### src/rtl/cva5_flushable_fifo_pkg.sv
// Shared sizing defaults and helpers for the flushable FIFO slice.
package cva5_flushable_fifo_pkg;

  localparam int DEFAULT_DATA_WIDTH = 32;
  localparam int DEFAULT_DEPTH      = 6;

  // Pointer width for a ring of `depth` slots; never narrower than one bit.
  function automatic int ptr_width(input int depth);
    return (depth <= 2) ? 1 : $clog2(depth);
  endfunction

endpackage

### src/rtl/cva5_flushable_fifo_if.sv
// Push/pop/flush request bundle and FIFO status outputs.
interface cva5_flushable_fifo_if
  import cva5_flushable_fifo_pkg::*;
#(
  parameter int DATA_WIDTH = DEFAULT_DATA_WIDTH,
  parameter int DEPTH      = DEFAULT_DEPTH
);
  logic                         push;
  logic                         pop;
  logic                         flush;
  logic [DATA_WIDTH-1:0]        data_in;
  logic [DATA_WIDTH-1:0]        data_out;
  logic                         valid;
  logic                         full;
  logic                         almost_full;
  logic                         almost_empty;
  logic [$clog2(DEPTH+1)-1:0]   count;
  logic                         overflow_err;
  logic                         underflow_err;

  modport master (
    output push, pop, flush, data_in,
    input  data_out, valid, full, almost_full, almost_empty, count,
           overflow_err, underflow_err
  );

  modport slave (
    input  push, pop, flush, data_in,
    output data_out, valid, full, almost_full, almost_empty, count,
           overflow_err, underflow_err
  );
endinterface

### src/rtl/cva5_flushable_fifo_lutram.sv
// One-write, one-async-read distributed RAM; contents are never reset.
module lutram_1w_1r #(
  parameter int WIDTH = 32,
  parameter int DEPTH = 6,
  parameter int ADDR_W = (DEPTH <= 2) ? 1 : $clog2(DEPTH)
) (
  input  logic              clk,
  input  logic              i_we,
  input  logic [ADDR_W-1:0] i_waddr,
  input  logic [WIDTH-1:0]  i_wdata,
  input  logic [ADDR_W-1:0] i_raddr,
  output logic [WIDTH-1:0]  o_rdata
);
  logic [WIDTH-1:0] r_mem [DEPTH];

  always_ff @(posedge clk) begin
    if (i_we) r_mem[i_waddr] <= i_wdata;
  end

  assign o_rdata = r_mem[i_raddr];
endmodule

### src/rtl/cva5_flushable_fifo.sv
// First-word fall-through FIFO of exact DEPTH with flush, almost-flags and
// sticky overflow/underflow error flags.
module cva5_flushable_fifo
  import cva5_flushable_fifo_pkg::*;
#(
  parameter int DATA_WIDTH = DEFAULT_DATA_WIDTH,
  parameter int DEPTH      = DEFAULT_DEPTH,
  parameter int AF_LEVEL   = DEPTH - 1,
  parameter int AE_LEVEL   = 1
) (
  input logic                  clk,
  input logic                  rst,
  cva5_flushable_fifo_if.slave fifo
);
  localparam int PTR_W = ptr_width(DEPTH);
  localparam int CNT_W = $clog2(DEPTH + 1);
  localparam logic [PTR_W-1:0] LAST_PTR = PTR_W'(DEPTH - 1);
  localparam logic [CNT_W-1:0] FULL_CNT = CNT_W'(DEPTH);
  localparam logic [CNT_W-1:0] AF_CNT   = CNT_W'(AF_LEVEL);
  localparam logic [CNT_W-1:0] AE_CNT   = CNT_W'(AE_LEVEL);

  if (DEPTH < 2) begin : g_bad_depth
    $error("cva5_flushable_fifo: DEPTH must be at least 2");
  end
  if (AF_LEVEL > DEPTH) begin : g_bad_af
    $error("cva5_flushable_fifo: AF_LEVEL must not exceed DEPTH");
  end
  if (AE_LEVEL >= DEPTH) begin : g_bad_ae
    $error("cva5_flushable_fifo: AE_LEVEL must be below DEPTH");
  end

  logic [PTR_W-1:0] r_wr_ptr;
  logic [PTR_W-1:0] r_rd_ptr;
  logic [CNT_W-1:0] r_count;
  logic             r_overflow;
  logic             r_underflow;

  logic             w_valid;
  logic             w_full;
  logic             w_push_acc;
  logic             w_pop_acc;
  logic [PTR_W-1:0] w_wr_next;
  logic [PTR_W-1:0] w_rd_next;

  assign w_valid    = (r_count != '0);
  assign w_full     = (r_count == FULL_CNT);
  // A pop on empty is never bypassed to a same-cycle push.
  assign w_pop_acc  = fifo.pop & ~fifo.flush & w_valid;
  assign w_push_acc = fifo.push & ~fifo.flush & (~w_full | w_pop_acc);

  assign w_wr_next = (r_wr_ptr == LAST_PTR) ? '0 : r_wr_ptr + 1'b1;
  assign w_rd_next = (r_rd_ptr == LAST_PTR) ? '0 : r_rd_ptr + 1'b1;

  always_ff @(posedge clk) begin
    if (!rst || fifo.flush) begin
      r_wr_ptr    <= '0;
      r_rd_ptr    <= '0;
      r_count     <= '0;
      r_overflow  <= 1'b0;
      r_underflow <= 1'b0;
    end else begin
      if (w_push_acc) r_wr_ptr <= w_wr_next;
      if (w_pop_acc)  r_rd_ptr <= w_rd_next;
      r_count <= r_count + CNT_W'(w_push_acc) - CNT_W'(w_pop_acc);
      if (fifo.push && !w_push_acc) r_overflow  <= 1'b1;
      if (fifo.pop && !w_pop_acc)   r_underflow <= 1'b1;
    end
  end

  lutram_1w_1r #(
    .WIDTH  (DATA_WIDTH),
    .DEPTH  (DEPTH),
    .ADDR_W (PTR_W)
  ) u_ram (
    .clk     (clk),
    .i_we    (w_push_acc),
    .i_waddr (r_wr_ptr),
    .i_wdata (fifo.data_in),
    .i_raddr (r_rd_ptr),
    .o_rdata (fifo.data_out)
  );

  assign fifo.valid         = w_valid;
  assign fifo.full          = w_full;
  assign fifo.almost_full   = (r_count >= AF_CNT);
  assign fifo.almost_empty  = (r_count <= AE_CNT);
  assign fifo.count         = r_count;
  assign fifo.overflow_err  = r_overflow;
  assign fifo.underflow_err = r_underflow;
endmodule

### src/flat_wrapper.sv
// flat-port wrapper written by rule: the top's interface ports become plain ports
module cva5_flushable_fifo_flat import cva5_flushable_fifo_pkg::*;
#(
  parameter int DATA_WIDTH = DEFAULT_DATA_WIDTH,
  parameter int DEPTH      = DEFAULT_DEPTH,
  parameter int AF_LEVEL   = DEPTH - 1,
  parameter int AE_LEVEL   = 1
)
  (clk, rst, fifo_push, fifo_pop, fifo_flush, fifo_data_in, fifo_data_out, fifo_valid, fifo_full, fifo_almost_full, fifo_almost_empty, fifo_count, fifo_overflow_err, fifo_underflow_err);
  cva5_flushable_fifo_if #(.DATA_WIDTH(DATA_WIDTH), .DEPTH(DEPTH)) fifo_i ();
  input logic clk;
  input logic rst;
  input wire logic [$bits(fifo_i.push)-1:0] fifo_push;
  input wire logic [$bits(fifo_i.pop)-1:0] fifo_pop;
  input wire logic [$bits(fifo_i.flush)-1:0] fifo_flush;
  input wire logic [$bits(fifo_i.data_in)-1:0] fifo_data_in;
  output wire logic [$bits(fifo_i.data_out)-1:0] fifo_data_out;
  output wire logic [$bits(fifo_i.valid)-1:0] fifo_valid;
  output wire logic [$bits(fifo_i.full)-1:0] fifo_full;
  output wire logic [$bits(fifo_i.almost_full)-1:0] fifo_almost_full;
  output wire logic [$bits(fifo_i.almost_empty)-1:0] fifo_almost_empty;
  output wire logic [$bits(fifo_i.count)-1:0] fifo_count;
  output wire logic [$bits(fifo_i.overflow_err)-1:0] fifo_overflow_err;
  output wire logic [$bits(fifo_i.underflow_err)-1:0] fifo_underflow_err;
  assign fifo_i.push = fifo_push;
  assign fifo_i.pop = fifo_pop;
  assign fifo_i.flush = fifo_flush;
  assign fifo_i.data_in = fifo_data_in;
  assign fifo_data_out = fifo_i.data_out;
  assign fifo_valid = fifo_i.valid;
  assign fifo_full = fifo_i.full;
  assign fifo_almost_full = fifo_i.almost_full;
  assign fifo_almost_empty = fifo_i.almost_empty;
  assign fifo_count = fifo_i.count;
  assign fifo_overflow_err = fifo_i.overflow_err;
  assign fifo_underflow_err = fifo_i.underflow_err;
  cva5_flushable_fifo #(.DATA_WIDTH(DATA_WIDTH), .DEPTH(DEPTH), .AF_LEVEL(AF_LEVEL), .AE_LEVEL(AE_LEVEL)) u_core (.clk(clk), .rst(rst), .fifo(fifo_i));
endmodule
### config.mk
export PLATFORM = sky130hd
export DESIGN_NAME = cva5_flushable_fifo_flat
export DESIGN_NICKNAME = d
export VERILOG_FILES = /design/src/rtl/cva5_flushable_fifo_pkg.sv /design/src/rtl/cva5_flushable_fifo_if.sv /design/src/rtl/cva5_flushable_fifo_lutram.sv /design/src/rtl/cva5_flushable_fifo.sv /design/src/flat_wrapper.sv
export SDC_FILE = /design/constraint.sdc
export NUM_CORES = 1
export LEC_CHECK = 0
export ABC_AREA = 1
export CAP_MARGIN = 20
export CORE_UTILIZATION = 56
export CTS_CLUSTER_DIAMETER = 50
export CTS_CLUSTER_SIZE = 24
export DETAILED_ROUTE_END_ITERATION = 6
export PLACE_DENSITY = 0.78
export RECOVER_POWER = 100
export SYNTH_ARGS = -nofsm -noshare
export SYNTH_HDL_FRONTEND = slang
export SYNTH_SLANG_ARGS = --single-unit
### constraint.sdc
create_clock -name clk -period 5.9 [get_ports clk]
set_clock_uncertainty 0.2 [all_clocks]
set_input_delay 0.885 -clock clk [delete_from_list [all_inputs] [get_ports clk]]
set_output_delay 0.885 -clock clk [all_outputs]
set_load 0.01 [all_outputs]
==> impl_metrics.toml, run 1 <==
[run_status]
outcome = "finished with violations"
violations = "DRC, capacitance limit, slew limit"

[synthesis]
synth_top_family_by_area = "simple AND/OR/NAND/NOR gates"
synth.distinct_cells = 30
synth_top_cell_area_share_pct = 70.5
ys_ff_latch = 206
syn_avg_cell_area_um2 = 12.7
synth_compound_area_share_pct = 5.29
synthMuxAreaShare_pct = 0
synth_fa_ha_area_share_pct = 0.856
yosys_warnings = 0
synthXorXnorAreaFrac_pct = 0.107
syn_inst = 646
syn_area_um2 = 8180
synth.yosys.seq_area_share_pct = 73.9
yosysTopAreaCell = "edfxtp_1"
syn_nets = 688
synth.area.top_cells = "edfxtp_1 70%, nand3_1 6.2%, nand2_1 6.2%, dfxtp_1 3.4%, nor2_1 2.1%"
synth-simple-area-share_pct = 16.1

[pwr]
p_leak_uw = 0.00330
finalPower_uw = 2750
power_density_nw_per_um2 = 290
peakVddDrop_v = 0.000296

[cells_and_area]
area_growth_pct = 15.7
multiInputGateArea_um2 = 1800
final_common_cell = "edfxtp_1"
final-seq-area_um2 = 6050
fin_nets = 757
fill_cells = 976
layout_common_cells = "192 x edfxtp_1, 139 x nand2_1, 102 x nand3_1, 71 x dlygate4sd3_1, 47 x nor2_1"
antennaDiodeCount = 0
drive_gt1_share_pct = 7.19

[detailed_routing]
vias_per_cell = 5.77
routed_wl_mm = 16.6
ant_nets = 0
drc = 1
vias = 5211
drtPass1Iterations = 7
drt_iter0_drc = 509
wire_per_inst_um = 18.4

[worst_setup_path]
ff2ff_path_depth = 5
worstPathMaxFanout = 97
crit_arrival_ns = 3.67
path_class = "reg -> out"
regToRegEndpoint = "u_core.u_ram.r_mem[3][11]"
critPathLaunchType = "flip-flop"
crit_path_end_kind = "primary output"
cp.required_ns = 4.82
r2r-start = "u_core.fifo.count[1]"
reg2reg_slack_ns = 2.11

[cts]
cts_max_level = 1
clock-sinks = 206
cts_resized = 0
path_clk_slew_ns = 0.07
cts_hold_buf = 0
cts_root_buf = "clkbuf_16"
clkLatencyLatePin_ns = 0.47
clockBufferDepth = 3
post-cts-setup-buffer-count = 0
cts_buffers = 15
cts_tree = "done"

[timing]
rsz0062_at_grt = "no"
finalCritPeriodShare_pct = 80.6
hold_ws_ns = 0.267
setup_viol = 0
report.final.slew_viol_count = 241
timing.fmax_ghz = 0.210
max_slew.worst_pin.slew_ns = 3.10
finalCriticalPeriod_ns = 4.76
fin_setup_tns_ns = 0
slew_headroom_pct = -107
hold_viol_final = 0

[global_routing]
antenna_found_initial = 0
grt.overflow.total = 0
grt_use_total_pct = 22.9
grt_pass1_vias = 5065
grt_pass1_wl_mm = 26.1
grt_max_degree = 98

[hold_path]
hold_path_startpoint = "u_core.fifo.overflow_err"
hp-class = "reg -> reg"
min_path_cells = 2
hold_end = "u_core.fifo.overflow_err"

[job]
max-cap-violations = 6

[place]
dp_hpwl_mm = 8.93
port_buffers = 77
gp_congestion = 0.735

[floorplanning]
row_count = 43
start_util_pct = 58.3
core_area_um2 = 14000
fp.dieW_um = 123
die_area_um2 = 15100
ios = 78
die_h_um = 123
## registers in the layout (all words and copies together) (netlist names), named ones only
| name | count |
|---|---|
| u_core.u_ram.r_mem | 192 |
| u_core.fifo.count | 3 |
| u_core.r_rd_ptr | 3 |
| u_core.r_wr_ptr | 3 |
| u_core.fifo.overflow_err | 1 |
| u_core.fifo.underflow_err | 1 |
## cells in the mapped netlist (all sizes together)
cell and number:
clkbuf 7, xnor2 1, dfxtp 14, nor3 2, nand4 1, fa 1
a31o 1, inv 21, nor2 48, nand3 103, nand2 148, edfxtp 192
a21oi 9, ha 4, o21ai 66, buf 28
## cell type report
cell class                      instances  area share, %
Inverter                               21          0.833
Clock buffer                           17           4.05
Sequential cell                       206           63.9
Clock inverter                          8           1.06
Tap cell                              180           2.38
Multi-Input combinational cell        384           19.1
Timing Repair Buffer                   87           8.70
## metal layers
metal  up-vias  track usage, %  wire (um)  part of all wire [%]
met5         -               0          0                     0
met4         0            8.92        342                   2.1
li1       2422               -          -                     -
met2       255            37.6       8160                    49
met1      2499            31.0       6860                    41
met3        35            3.35       1250                   7.5
## critical path: stages, from the launching register on
cell and delay [ns]:
dfxtp_4 0.60, inv_2 1.38, nand2_1 0.15, nand3_1 0.15, nand3_1 0.07, o21ai_1 0.17, dlygate4sd3_1 0.65
## kinds of logic after synthesis
kind of cell	Yosys count
fa+ha+maj	5
compound gates	76
simple gates	302
xor+xnor	1
buf+inv	56
flops	206
## through the flow
stage	cells	area (um2)	utilization, %	worst slack [ns]
after floorplan	646	8180	-	1.79
after global placement	875	9050	64.5	2.24
after detailed placement	876	9070	64.6	2.16
after CTS	901	9550	68.0	1.67
after global routing	903	9460	67.4	0.873
final	903	9460	67.4	1.14
## worst max path at each step
stage	startpoint	end	cells past startpoint
after floorplan	fifo_flush	u_core.u_ram.r_mem[0][0]	5
after global placement	flip-flop	fifo_data_out[0]	6
after detailed placement	flip-flop	fifo_data_out[16]	6
after CTS	flip-flop	fifo_data_out[1]	6
after global routing	flip-flop	fifo_data_out[25]	6
final	flip-flop	fifo_data_out[0]	6
## report_power, final
part | total (uW) | switching (uW) | internal (uW)
Sequential | 1620 | 7.43 | 1610
Combinational | 113 | 62.5 | 50.7
Clock | 1020 | 488 | 529
Total | 2750 | 558 | 2190
Note: power is estimated with default switching activity, not from simulation.
==> inputs of run 2 (changes only) <==
==> constraint.sdc (replaced) <==
create_clock -name clk -period 4.6 [get_ports clk]
set_clock_uncertainty 0.2 [all_clocks]
set_input_delay 0.69 -clock clk [delete_from_list [all_inputs] [get_ports clk]]
set_output_delay 0.69 -clock clk [all_outputs]
set_load 0.01 [all_outputs]
==> run 2 against run 1 <==
Compared with the run above:
- the flow finishes with violations (capacitance limit, slew limit)
- global-route usage grew 0.55 points
- sequential power grew 28%
- worst hold slack gained 0.016 ns
- flip-flop and latch count is the same
- clock power grew 42%
- die area is the same
- cell area grew 1.1%
- final cell count grew 0.66%
- register-to-register slack lost 1.2 ns
- worst setup slack lost 0.55 ns
==> impl_metrics.toml, run 2 (synthesized netlist as in run 1, its figures left out) <==
[cells_and_area]
layout_common_cells = "192 x edfxtp_1, 138 x nand2_1, 102 x nand3_1, 71 x dlygate4sd3_1, 47 x nor2_1"
final_common_cell = "edfxtp_1"
area_growth_pct = 17.0
largest_reg_flops = 192
fin_nets = 761
drive_gt1_share_pct = 7.82
largest-register = "u_core.u_ram.r_mem"
antennaDiodeCount = 0

[worst_setup_path]
crit_arrival_ns = 3.12
critPathLaunchType = "flip-flop"
cp.required_ns = 3.71
worstPathMaxFanout = 80
path_class = "reg -> out"
crit_path_end_kind = "primary output"

[timing]
report.final.slew_viol_count = 102
finalCriticalPeriod_ns = 4.01
max_slew.worst_pin.slew_ns = 2.20
slew_headroom_pct = -47.5
worst_slack_ns = 0.593
hold_viol_final = 0
hold_ws_ns = 0.283
setup_viol = 0
rsz0062_at_grt = "no"
fin_setup_tns_ns = 0
timing.fmax_ghz = 0.250
finalCritPeriodShare_pct = 87.1

[job]
max-cap-violations = 5

[detailed_routing]
drc = 0
ant_nets = 0
drt_iter0_drc = 540
vias_per_cell = 5.74
routed_wl_mm = 17.1
drtPass1Iterations = 5
wire_per_inst_um = 18.8
vias = 5219

[cts]
clock-sinks = 206
clockBufferDepth = 3
cts_resized = 0
post-cts-setup-buffer-count = 0
clkLatencyLatePin_ns = 0.49
cts_tree = "done"
cts_buffers = 16
cts_hold_buf = 0
cts_root_buf = "clkbuf_16"
cts_max_level = 1
path_clk_slew_ns = 0.08

[global_routing]
grt.overflow.total = 0
antenna_found_initial = 0
grt_pass1_wl_mm = 26.7
grt_pass1_vias = 5192
grt_use_total_pct = 23.4
grt_max_degree = 97

[floorplanning]
core_area_um2 = 14000
die_area_um2 = 15100
die_h_um = 123
ios = 78
row_count = 43
fp.dieW_um = 123
start_util_pct = 58.3

[run_status]
violations = "capacitance limit, slew limit"
outcome = "finished with violations"

[place]
dp_hpwl_mm = 9.83
place_ws_ns = 1.48
gp_congestion = 0.742
port_buffers = 77

[hold_path]
hp-class = "reg -> reg"

[pwr]
peakVddDrop_v = 0.000259
p_leak_uw = 0.00336
power_density_nw_per_um2 = 384
finalPower_uw = 3670
run 2: metal layers:
| layer | GRT usage (%) | vias up | routed length (um) |
|---|---|---|---|
| met5 | 0 | - | 0 |
| met4 | 9.38 | 0 | 247 |
| met3 | 3.30 | 22 | 1010 |
| met2 | 38.8 | 193 | 8620 |
| met1 | 31.4 | 2567 | 7190 |
| li1 | - | 2437 | - |
run 2: through the flow:
stage / instances / area, um2 / utilization (%)
5_1_grt: 909 / 9570 / 68.1
6_report: 909 / 9570 / 68.1
4_1_cts: 909 / 9670 / 68.8
2_1_floorplan: 646 / 8180 / -
3_3_place_gp: 881 / 9110 / 64.9
3_5_place_dp: 881 / 9110 / 64.9
run 2: worst paths after layout:
check / from / to / slack, ns / depth (start not counted)
min reg2reg: u_core.fifo.overflow_err / u_core.fifo.overflow_err / 0.28 / 2
max: flip-flop / fifo_data_out[31] / 0.59 / 6
min: u_core.fifo.overflow_err / u_core.fifo.overflow_err / 0.28 / 2
max reg2reg: u_core.fifo.count[1] / u_core.u_ram.r_mem[1][21] / 0.91 / 6
run 2: critical path, stage by stage (launching register included):
cell and delay (ns):
dfxtp_1 0.73, buf_4 0.73, nand2_1 0.14, nand3_1 0.13, nand3_1 0.08, o21ai_1 0.12, dlygate4sd3_1 0.64
run 2: final cells by class:
cell class	count	area (um2)
Clock buffer	18	429
Clock inverter	10	128
Fill cell	982	4470
Inverter	21	81.3
Multi-Input combinational cell	384	1810
Sequential cell	206	6050
Tap cell	180	225
Timing Repair Buffer	90	855
run 2: where the power goes:
part	leakage [uW]	switching, uW	internal (uW)
sequential	0.00185	7.01	2060
clock	0.000267	682	767
combinational	0.00124	85.0	65.2
